===== config.mk =====
export PLATFORM = sky130hd
export DESIGN_NAME = atm_teclado_flat
export DESIGN_NICKNAME = d
export VERILOG_FILES = /design/src/rtl/atm_teclado_if.sv /design/src/rtl/atm_teclado.sv /design/src/flat_wrapper.sv
export SDC_FILE = /design/constraint.sdc
export NUM_CORES = 1
export LEC_CHECK = 0
export ABC_AREA = 0
export BUFFER_PORTS_ARGS = -buffer_cell sky130_fd_sc_hd__buf_2
export CORE_MARGIN = 4
export CORE_UTILIZATION = 30
export CTS_CLUSTER_DIAMETER = 120
export DETAILED_ROUTE_END_ITERATION = 12
export GPL_ROUTABILITY_DRIVEN = 0
export PLACE_DENSITY = 0.58
export SLEW_MARGIN = 5
export SYNTH_ARGS = -nofsm -noshare
export SYNTH_HDL_FRONTEND = slang
export SYNTH_SLANG_ARGS = --single-unit

===== constraint.sdc =====
create_clock -name CLK -period 3.8 [get_ports CLK]
set_input_delay 0.76 -clock CLK [delete_from_list [all_inputs] [get_ports CLK]]
set_output_delay 0.76 -clock CLK [all_outputs]
set_load 0.005 [all_outputs]

===== src/rtl/atm_teclado_if.sv =====
// Keypad/status bundle between the user terminal and the ATM controller.
// master = atm_teclado (transmitting end), slave = keypad scanner + ATM side.
interface atm_teclado_if;
    logic        TARJETA_INSERTADA;
    logic        TECLA_VALIDA;
    logic [3:0]  TECLA;
    logic        PIN_INCORRECTO;
    logic        BLOQUEO;
    logic        BALANCE_ACTUALIZADO;
    logic        FONDOS_INSUFICIENTES;
    logic        TARJETA_RECIBIDA;
    logic [3:0]  DIGITO;
    logic        DIGITO_STB;
    logic        TIPO_TRANS;
    logic [31:0] MONTO;
    logic        MONTO_STB;
    logic        ERROR_TECLA;
    logic        TIMEOUT;

    modport master (
        input  TARJETA_INSERTADA, TECLA_VALIDA, TECLA,
        input  PIN_INCORRECTO, BLOQUEO,
        input  BALANCE_ACTUALIZADO, FONDOS_INSUFICIENTES,
        output TARJETA_RECIBIDA, DIGITO, DIGITO_STB,
        output TIPO_TRANS, MONTO, MONTO_STB,
        output ERROR_TECLA, TIMEOUT
    );

    modport slave (
        output TARJETA_INSERTADA, TECLA_VALIDA, TECLA,
        output PIN_INCORRECTO, BLOQUEO,
        output BALANCE_ACTUALIZADO, FONDOS_INSUFICIENTES,
        input  TARJETA_RECIBIDA, DIGITO, DIGITO_STB,
        input  TIPO_TRANS, MONTO, MONTO_STB,
        input  ERROR_TECLA, TIMEOUT
    );
endinterface


===== src/rtl/atm_teclado.sv =====
// Keypad-to-ATM terminal controller: PIN, transaction type and amount entry.
// Optional inactivity timeout enabled with `define TECLADO_TIMEOUT_EN.
module atm_teclado #(
    parameter int N_DIGITOS_PIN     = 4,
    parameter int MAX_DIGITOS_MONTO = 9,
    parameter int CICLOS_TIMEOUT    = 1000
) (
    input  logic CLK,
    input  logic RESET,
    atm_teclado_if.master bus
);
    localparam int CW = $clog2(MAX_DIGITOS_MONTO + N_DIGITOS_PIN + 1);
    localparam logic [3:0] K_ENTER  = 4'hA;
    localparam logic [3:0] K_CANCEL = 4'hB;
    localparam logic [3:0] K_RETIRO = 4'hC;
    localparam logic [3:0] K_DEPOS  = 4'hD;

    typedef enum logic [2:0] {
        IDLE, PIN, SELECCION, MONTO_ENT, ESPERA, BLOQUEADO
    } estado_t;

    estado_t       state_q, state_d;
    logic [CW-1:0] cnt_q, cnt_d;
    logic [31:0]   acc_q, acc_d;
    logic          rec_q, rec_d;
    logic [3:0]    dig_q, dig_d;
    logic          dstb_q, dstb_d;
    logic          tipo_q, tipo_d;
    logic [31:0]   monto_q, monto_d;
    logic          mstb_q, mstb_d;
    logic          err_q, err_d;
    logic          to_q, to_d;
    logic          expira, espera_retiro;
    logic          tecla, es_dig;

    assign tecla  = bus.TECLA_VALIDA;
    assign es_dig = bus.TECLA <= 4'd9;

`ifdef TECLADO_TIMEOUT_EN
    localparam int TW = $clog2(CICLOS_TIMEOUT + 1);
    logic [TW-1:0] tmo_q, tmo_d;
    logic          wait_q, wait_d;
    logic          activo;

    assign activo = state_q inside {PIN, SELECCION, MONTO_ENT};
    assign expira = activo && !tecla && (tmo_q == TW'(CICLOS_TIMEOUT - 1));
    assign espera_retiro = wait_q;

    always_comb begin
        tmo_d = tmo_q + 1'b1;
        if (!activo || tecla || state_d != state_q) tmo_d = '0;
        wait_d = bus.TARJETA_INSERTADA && (wait_q || to_d);
    end

    always_ff @(posedge CLK or negedge RESET) begin
        if (!RESET) begin
            tmo_q  <= '0;
            wait_q <= 1'b0;
        end else begin
            tmo_q  <= tmo_d;
            wait_q <= wait_d;
        end
    end
`else
    assign expira        = 1'b0;
    assign espera_retiro = 1'b0;
`endif

    always_comb begin
        state_d = state_q;
        cnt_d   = cnt_q;
        acc_d   = acc_q;
        dig_d   = dig_q;
        dstb_d  = 1'b0;
        tipo_d  = tipo_q;
        monto_d = monto_q;
        mstb_d  = 1'b0;
        err_d   = 1'b0;
        to_d    = 1'b0;
        // Priority: removal > block > bad PIN > timeout/completion > key.
        if (!bus.TARJETA_INSERTADA) begin
            state_d = IDLE;
            cnt_d   = '0;
            acc_d   = '0;
        end else if (bus.BLOQUEO && state_q != IDLE) begin
            state_d = BLOQUEADO;
            cnt_d   = '0;
            acc_d   = '0;
        end else if (bus.PIN_INCORRECTO &&
                     state_q inside {PIN, SELECCION}) begin
            state_d = PIN;
            cnt_d   = '0;
        end else if (expira) begin
            state_d = IDLE;
            cnt_d   = '0;
            acc_d   = '0;
            to_d    = 1'b1;
        end else begin
            unique case (state_q)
                IDLE: begin
                    if (!espera_retiro) begin
                        state_d = PIN;
                        cnt_d   = '0;
                        acc_d   = '0;
                    end
                end
                PIN: begin
                    if (tecla) begin
                        if (es_dig) begin
                            dig_d  = bus.TECLA;
                            dstb_d = 1'b1;
                            cnt_d  = cnt_q + 1'b1;
                            if (cnt_q == CW'(N_DIGITOS_PIN - 1)) begin
                                state_d = SELECCION;
                                cnt_d   = '0;
                            end
                        end else if (bus.TECLA == K_CANCEL) begin
                            cnt_d = '0;
                        end else begin
                            err_d = 1'b1;
                        end
                    end
                end
                SELECCION: begin
                    if (tecla) begin
                        if (bus.TECLA == K_RETIRO ||
                            bus.TECLA == K_DEPOS) begin
                            tipo_d  = bus.TECLA == K_RETIRO;
                            state_d = MONTO_ENT;
                            cnt_d   = '0;
                            acc_d   = '0;
                        end else begin
                            err_d = 1'b1;
                        end
                    end
                end
                MONTO_ENT: begin
                    if (tecla) begin
                        if (es_dig) begin
                            if (cnt_q < CW'(MAX_DIGITOS_MONTO)) begin
                                acc_d = acc_q * 32'd10 + {28'd0, bus.TECLA};
                                cnt_d = cnt_q + 1'b1;
                            end else begin
                                err_d = 1'b1;
                            end
                        end else if (bus.TECLA == K_ENTER) begin
                            if (cnt_q != '0) begin
                                monto_d = acc_q;
                                mstb_d  = 1'b1;
                                state_d = ESPERA;
                            end else begin
                                err_d = 1'b1;
                            end
                        end else if (bus.TECLA == K_CANCEL) begin
                            acc_d = '0;
                            cnt_d = '0;
                        end else begin
                            err_d = 1'b1;
                        end
                    end
                end
                ESPERA: begin
                    if (bus.BALANCE_ACTUALIZADO ||
                        bus.FONDOS_INSUFICIENTES) begin
                        state_d = IDLE;
                    end
                end
                BLOQUEADO: state_d = BLOQUEADO;
                default:   state_d = IDLE;
            endcase
        end
        rec_d = state_d inside {PIN, SELECCION, MONTO_ENT, ESPERA};
    end

    always_ff @(posedge CLK or negedge RESET) begin
        if (!RESET) begin
            state_q <= IDLE;
            cnt_q   <= '0;
            acc_q   <= '0;
            rec_q   <= 1'b0;
            dig_q   <= '0;
            dstb_q  <= 1'b0;
            tipo_q  <= 1'b0;
            monto_q <= '0;
            mstb_q  <= 1'b0;
            err_q   <= 1'b0;
            to_q    <= 1'b0;
        end else begin
            state_q <= state_d;
            cnt_q   <= cnt_d;
            acc_q   <= acc_d;
            rec_q   <= rec_d;
            dig_q   <= dig_d;
            dstb_q  <= dstb_d;
            tipo_q  <= tipo_d;
            monto_q <= monto_d;
            mstb_q  <= mstb_d;
            err_q   <= err_d;
            to_q    <= to_d;
        end
    end

    assign bus.TARJETA_RECIBIDA = rec_q;
    assign bus.DIGITO           = dig_q;
    assign bus.DIGITO_STB       = dstb_q;
    assign bus.TIPO_TRANS       = tipo_q;
    assign bus.MONTO            = monto_q;
    assign bus.MONTO_STB        = mstb_q;
    assign bus.ERROR_TECLA      = err_q;
    assign bus.TIMEOUT          = to_q;
endmodule


===== src/flat_wrapper.sv =====
// flat-port wrapper written by rule: the top's interface ports become plain ports
module atm_teclado_flat 
#(
    parameter int N_DIGITOS_PIN     = 4,
    parameter int MAX_DIGITOS_MONTO = 9,
    parameter int CICLOS_TIMEOUT    = 1000
)
  (CLK, RESET, bus_TARJETA_INSERTADA, bus_TECLA_VALIDA, bus_TECLA, bus_PIN_INCORRECTO, bus_BLOQUEO, bus_BALANCE_ACTUALIZADO, bus_FONDOS_INSUFICIENTES, bus_TARJETA_RECIBIDA, bus_DIGITO, bus_DIGITO_STB, bus_TIPO_TRANS, bus_MONTO, bus_MONTO_STB, bus_ERROR_TECLA, bus_TIMEOUT);
  atm_teclado_if bus_i ();
  input  logic CLK;
  input  logic RESET;
  input wire logic [$bits(bus_i.TARJETA_INSERTADA)-1:0] bus_TARJETA_INSERTADA;
  input wire logic [$bits(bus_i.TECLA_VALIDA)-1:0] bus_TECLA_VALIDA;
  input wire logic [$bits(bus_i.TECLA)-1:0] bus_TECLA;
  input wire logic [$bits(bus_i.PIN_INCORRECTO)-1:0] bus_PIN_INCORRECTO;
  input wire logic [$bits(bus_i.BLOQUEO)-1:0] bus_BLOQUEO;
  input wire logic [$bits(bus_i.BALANCE_ACTUALIZADO)-1:0] bus_BALANCE_ACTUALIZADO;
  input wire logic [$bits(bus_i.FONDOS_INSUFICIENTES)-1:0] bus_FONDOS_INSUFICIENTES;
  output wire logic [$bits(bus_i.TARJETA_RECIBIDA)-1:0] bus_TARJETA_RECIBIDA;
  output wire logic [$bits(bus_i.DIGITO)-1:0] bus_DIGITO;
  output wire logic [$bits(bus_i.DIGITO_STB)-1:0] bus_DIGITO_STB;
  output wire logic [$bits(bus_i.TIPO_TRANS)-1:0] bus_TIPO_TRANS;
  output wire logic [$bits(bus_i.MONTO)-1:0] bus_MONTO;
  output wire logic [$bits(bus_i.MONTO_STB)-1:0] bus_MONTO_STB;
  output wire logic [$bits(bus_i.ERROR_TECLA)-1:0] bus_ERROR_TECLA;
  output wire logic [$bits(bus_i.TIMEOUT)-1:0] bus_TIMEOUT;
  assign bus_i.TARJETA_INSERTADA = bus_TARJETA_INSERTADA;
  assign bus_i.TECLA_VALIDA = bus_TECLA_VALIDA;
  assign bus_i.TECLA = bus_TECLA;
  assign bus_i.PIN_INCORRECTO = bus_PIN_INCORRECTO;
  assign bus_i.BLOQUEO = bus_BLOQUEO;
  assign bus_i.BALANCE_ACTUALIZADO = bus_BALANCE_ACTUALIZADO;
  assign bus_i.FONDOS_INSUFICIENTES = bus_FONDOS_INSUFICIENTES;
  assign bus_TARJETA_RECIBIDA = bus_i.TARJETA_RECIBIDA;
  assign bus_DIGITO = bus_i.DIGITO;
  assign bus_DIGITO_STB = bus_i.DIGITO_STB;
  assign bus_TIPO_TRANS = bus_i.TIPO_TRANS;
  assign bus_MONTO = bus_i.MONTO;
  assign bus_MONTO_STB = bus_i.MONTO_STB;
  assign bus_ERROR_TECLA = bus_i.ERROR_TECLA;
  assign bus_TIMEOUT = bus_i.TIMEOUT;
  atm_teclado #(.N_DIGITOS_PIN(N_DIGITOS_PIN), .MAX_DIGITOS_MONTO(MAX_DIGITOS_MONTO), .CICLOS_TIMEOUT(CICLOS_TIMEOUT)) u_core (.CLK(CLK), .RESET(RESET), .bus(bus_i));
endmodule

==> impl_metrics.csv <==
group,metric,value,unit
outcome,status,"complete, no violations",
placement,portBuffers,52,
die,io_pins,54,
routing,firstDrtPassIters,5,
worst_setup_path,cp_slowest_cell,"or4_1",
sta,fin_crit,3.65,ns
power_and_ir_drop,combPwrFrac,5.6,%
sta,fmax,0.274,GHz
synth,yosys.cell_types.count,76,
clock_tree,path_clk_slew,0.06,ns
synth,synth_warnings,0,
clock_tree,clk_latency,0.35,ns
global_routing,grt_pass1_wl,25300,µm
layout,final_area,7140,µm²
synth,post-synth-top-area-cell,"dfrtp_1",
worst_setup_path,path_max_fanout,8,
die,coreArea,19700,µm²
worst_setup_path,start_kind,"register",
power_and_ir_drop,power_frac_seq,44.9,%
power_and_ir_drop,p_int,1.53,mW
min_path,hold_path_class,"in2async",
clock_tree,clock_sinks,80,
worst_setup_path,cp.arrival,3.93,ns
clock_tree,cts_root_buf,"clkbuf_16",
clock_tree,htree_levels,3,
sta,worst_pin_slew,0.758,ns
synth,ys_top_cells_by_area,"dfrtp_1 (33%), ha_1 (13%), nand2_1 (11%)",
layout,area_growth,17.1,%
routing,viasPerCell,5.08,
clock_tree,cts_tree,"built",
worst_setup_path,required,4.08,ns
synth,synthesis.area,6090,µm²
global_routing,grt_usage,13.9,%
sta,setup_tns,0,ns
power_and_ir_drop,peakVddDrop,0.194,mV
sta,finalHoldWorstSlack,0.456,ns
sta,setup_viol,0,
synth,synth_top_area_share,32.8,%
die,rows,51,
layout,layout-drive-gt1-share,16.3,%
worst_setup_path,cp.depth,11,
worst_setup_path,max_stage_delay,0.51,ns
synth,netlist_instances,721,
worst_setup_path,reg2reg_depth,11,
synth,synthArstFlopShare,100,%
sta,finalHoldViolations,0,
synth,syn_avg_cell_area,8.45,µm²
sta,finClkSkew,0.0118,ns
placement,dpl_cell_area,6730,µm²
worst_setup_path,r2r_slack,0.15,ns
synth,ys_seq_elements,80,
clock_tree,cts-buffers-inserted,9,
worst_setup_path,worst-path-buf-inv,0,
worst_setup_path,reg2reg_from,"u_core.acc_q[17]",
layout,multi_input_area,3930,µm²
sta,report.final.slew_viol_count,0,
worst_setup_path,cp_top_family,"simple AND/OR/NAND/NOR gates",
power_and_ir_drop,p_leak,3.61,nW
global_routing,grt-ovfl-total,0,
placement,dp_hpwl,12000,µm
power_and_ir_drop,p_per_area,275,nW/µm²
sta,max-slew-margin-rel,49.1,%
routing,drtIter0Drc,322,
clock_tree,cts.path.max_buffers,2,
routing,ant_nets,0,
worst_setup_path,path_cells,"ha_1 -> ha_1 -> nand2_1 -> o21ai_1 -> mux2_2 -> a31oi_1 -> and3_1 -> and4bb_2 -> nand3_2 -> or4_1 -> nand3_1",
power_and_ir_drop,power_switching_share,22.2,%
synth,synth_edf_count,0,
sta,timing.final.crit_share,96.0,%
global_routing,grt_max_degree,53,
die,start_util,30.9,%
worst_setup_path,path_common_cell,"ha_1",
routing,wire_per_inst,14.9,µm
worst_setup_path,crit_type,"reg2reg",
power_and_ir_drop,pwr-share-clk,49.5,%
worst_setup_path,r2r-end,"u_core.acc_q[31]",
routing,remaining_drc_errors,0,
layout,fillers,2002,
global_routing,first_global_vias,4899,
routing,drt_wl_total,15600,µm
clock_tree,hold_buffers,0,
layout,ff_latch_area,2000,µm²
layout,nets,854,
worst_setup_path,critPathCaptureType,"register",
die,die_h,151,µm
global_routing,grt_antenna_before_repair,0,
die,die_area,22700,µm²
routing,via_count,5325,
synth,synthFlopType,"dfrtp_1",
power_and_ir_drop,p_total,1.96,mW
power_and_ir_drop,p_sw,0.436,mW
die,dieWidth,151,µm
synth,synth_nets,796,
flow_run,maxCapViolCount,0,
layout,diodes,0,
synth,yosysSeqAreaShare,32.8,%
[cell type report]
cell class / instances / share of cell area (%)
Multi-Input combinational cell: 596 / 55.1
Clock inverter: 4 / 1.07
Inverter: 10 / 0.526
Sequential cell: 80 / 28.1
Tap cell: 265 / 4.65
Clock buffer: 12 / 3.59
Timing Repair Buffer: 82 / 7.01
[through the flow]
stage,util [%],setup WS [ns],std cells
after floorplan,-,0.252,721
after global placement,34.1,0.140,1028
after detailed placement,34.1,0.0720,1028
after CTS,35.8,0.0623,1044
after global routing,36.2,-0.0108,1049
final,36.2,0.153,1049
[power groups by stage]
| stage | sequential, mW | clock, mW | combinational [mW] |
|---|---|---|---|
| 6_report | 0.881 | 0.972 | 0.109 |
| 5_1_grt | 0.882 | 1.04 | 0.123 |
| 4_1_cts | 0.881 | 0.996 | 0.111 |
| 3_5_place_dp | 0.896 | 0 | 0.111 |
| 3_3_place_gp | 0.897 | 0 | 0.110 |
| 2_1_floorplan | 0.896 | 0 | 0.0531 |
[cells in the mapped netlist (3+ instances only)]
cell / count
o21ai_0: 44
nand3_1: 15
buf_1: 7
clkbuf_1: 14
o21bai_1: 6
o21a_1: 6
nand4_1: 13
nand2_1: 177
nor2b_1: 5
and3_1: 7
ha_1: 61
a21oi_1: 30
mux2i_1: 3
mux2_2: 6
xor2_1: 22
o211ai_1: 4
nor3_1: 9
dfrtp_1: 80
xnor2_1: 19
buf_2: 11
and4_1: 3
o211a_1: 3
or4_1: 3
a31oi_1: 9
inv_1: 10
o21ai_1: 9
or3_1: 10
a211oi_1: 3
nor4_1: 3
o31ai_1: 11
nand2b_1: 7
a21o_1: 11
and2_1: 7
nor2_1: 39
[sequential cells by signal, indices dropped and copies added (netlist names)]
name and count:
u_core.acc_q 32, u_core.bus.MONTO 32, u_core.bus.DIGITO 4, u_core.cnt_q 4
u_core.state_q 3, u_core.bus.DIGITO_STB 1, u_core.bus.ERROR_TECLA 1, u_core.bus.MONTO_STB 1
u_core.bus.TARJETA_RECIBIDA 1, u_core.bus.TIPO_TRANS 1
[worst max path at each step]
stage / endpoint / from / slack, ns
floorplan: u_core.acc_q[30] / u_core.acc_q[1] / 0.25
global placement: u_core.acc_q[30] / u_core.acc_q[3] / 0.14
detailed placement: u_core.acc_q[30] / u_core.acc_q[3] / 0.07
CTS: u_core.acc_q[30] / u_core.acc_q[3] / 0.06
global route: u_core.acc_q[31] / u_core.acc_q[17] / -0.01
finish: u_core.acc_q[31] / u_core.acc_q[17] / 0.15
[routing by layer]
metal / wire length [µm] / track usage, % / part of all wire (%)
met1: 7670 / 19.5 / 49
met2: 6970 / 21.8 / 45
met3: 757 / 2.98 / 4.9
met4: 209 / 3.61 / 1.3
met5: 0 / 0 / 0
[cells by family after synthesis]
kind of cell	synth area share (%)
AOI/OAI and AO/OA	18.1
other	0.0615
buffers and inverters	3.20
adders and majority gates	13.2
DFF	32.8
xor gates and xnor gates	6.16
and+or+nand+nor	24.6
muxes	1.85
[layout by cell type (no fill, tap or decap), types with 10 or more instances in the layout]
cell     count
nor2_1      39
ha_1        60
xor2_1      22
nand2_1    176
o21ai_1     10
o21ai_0     43
a21o_1      11
dfrtp_1     80
buf_4       30
xnor2_1     18
buf_2       51
nand3_1     15
inv_1       10
o31ai_1     10
or3_1       10
nand4_1     13
a21oi_1     30
[repair_timing]
action,CTS,global route
gates resized for setup,0,10
setup buffers,0,5
setup endpoints to repair,0,6
Power figures use the tool's default switching activity.
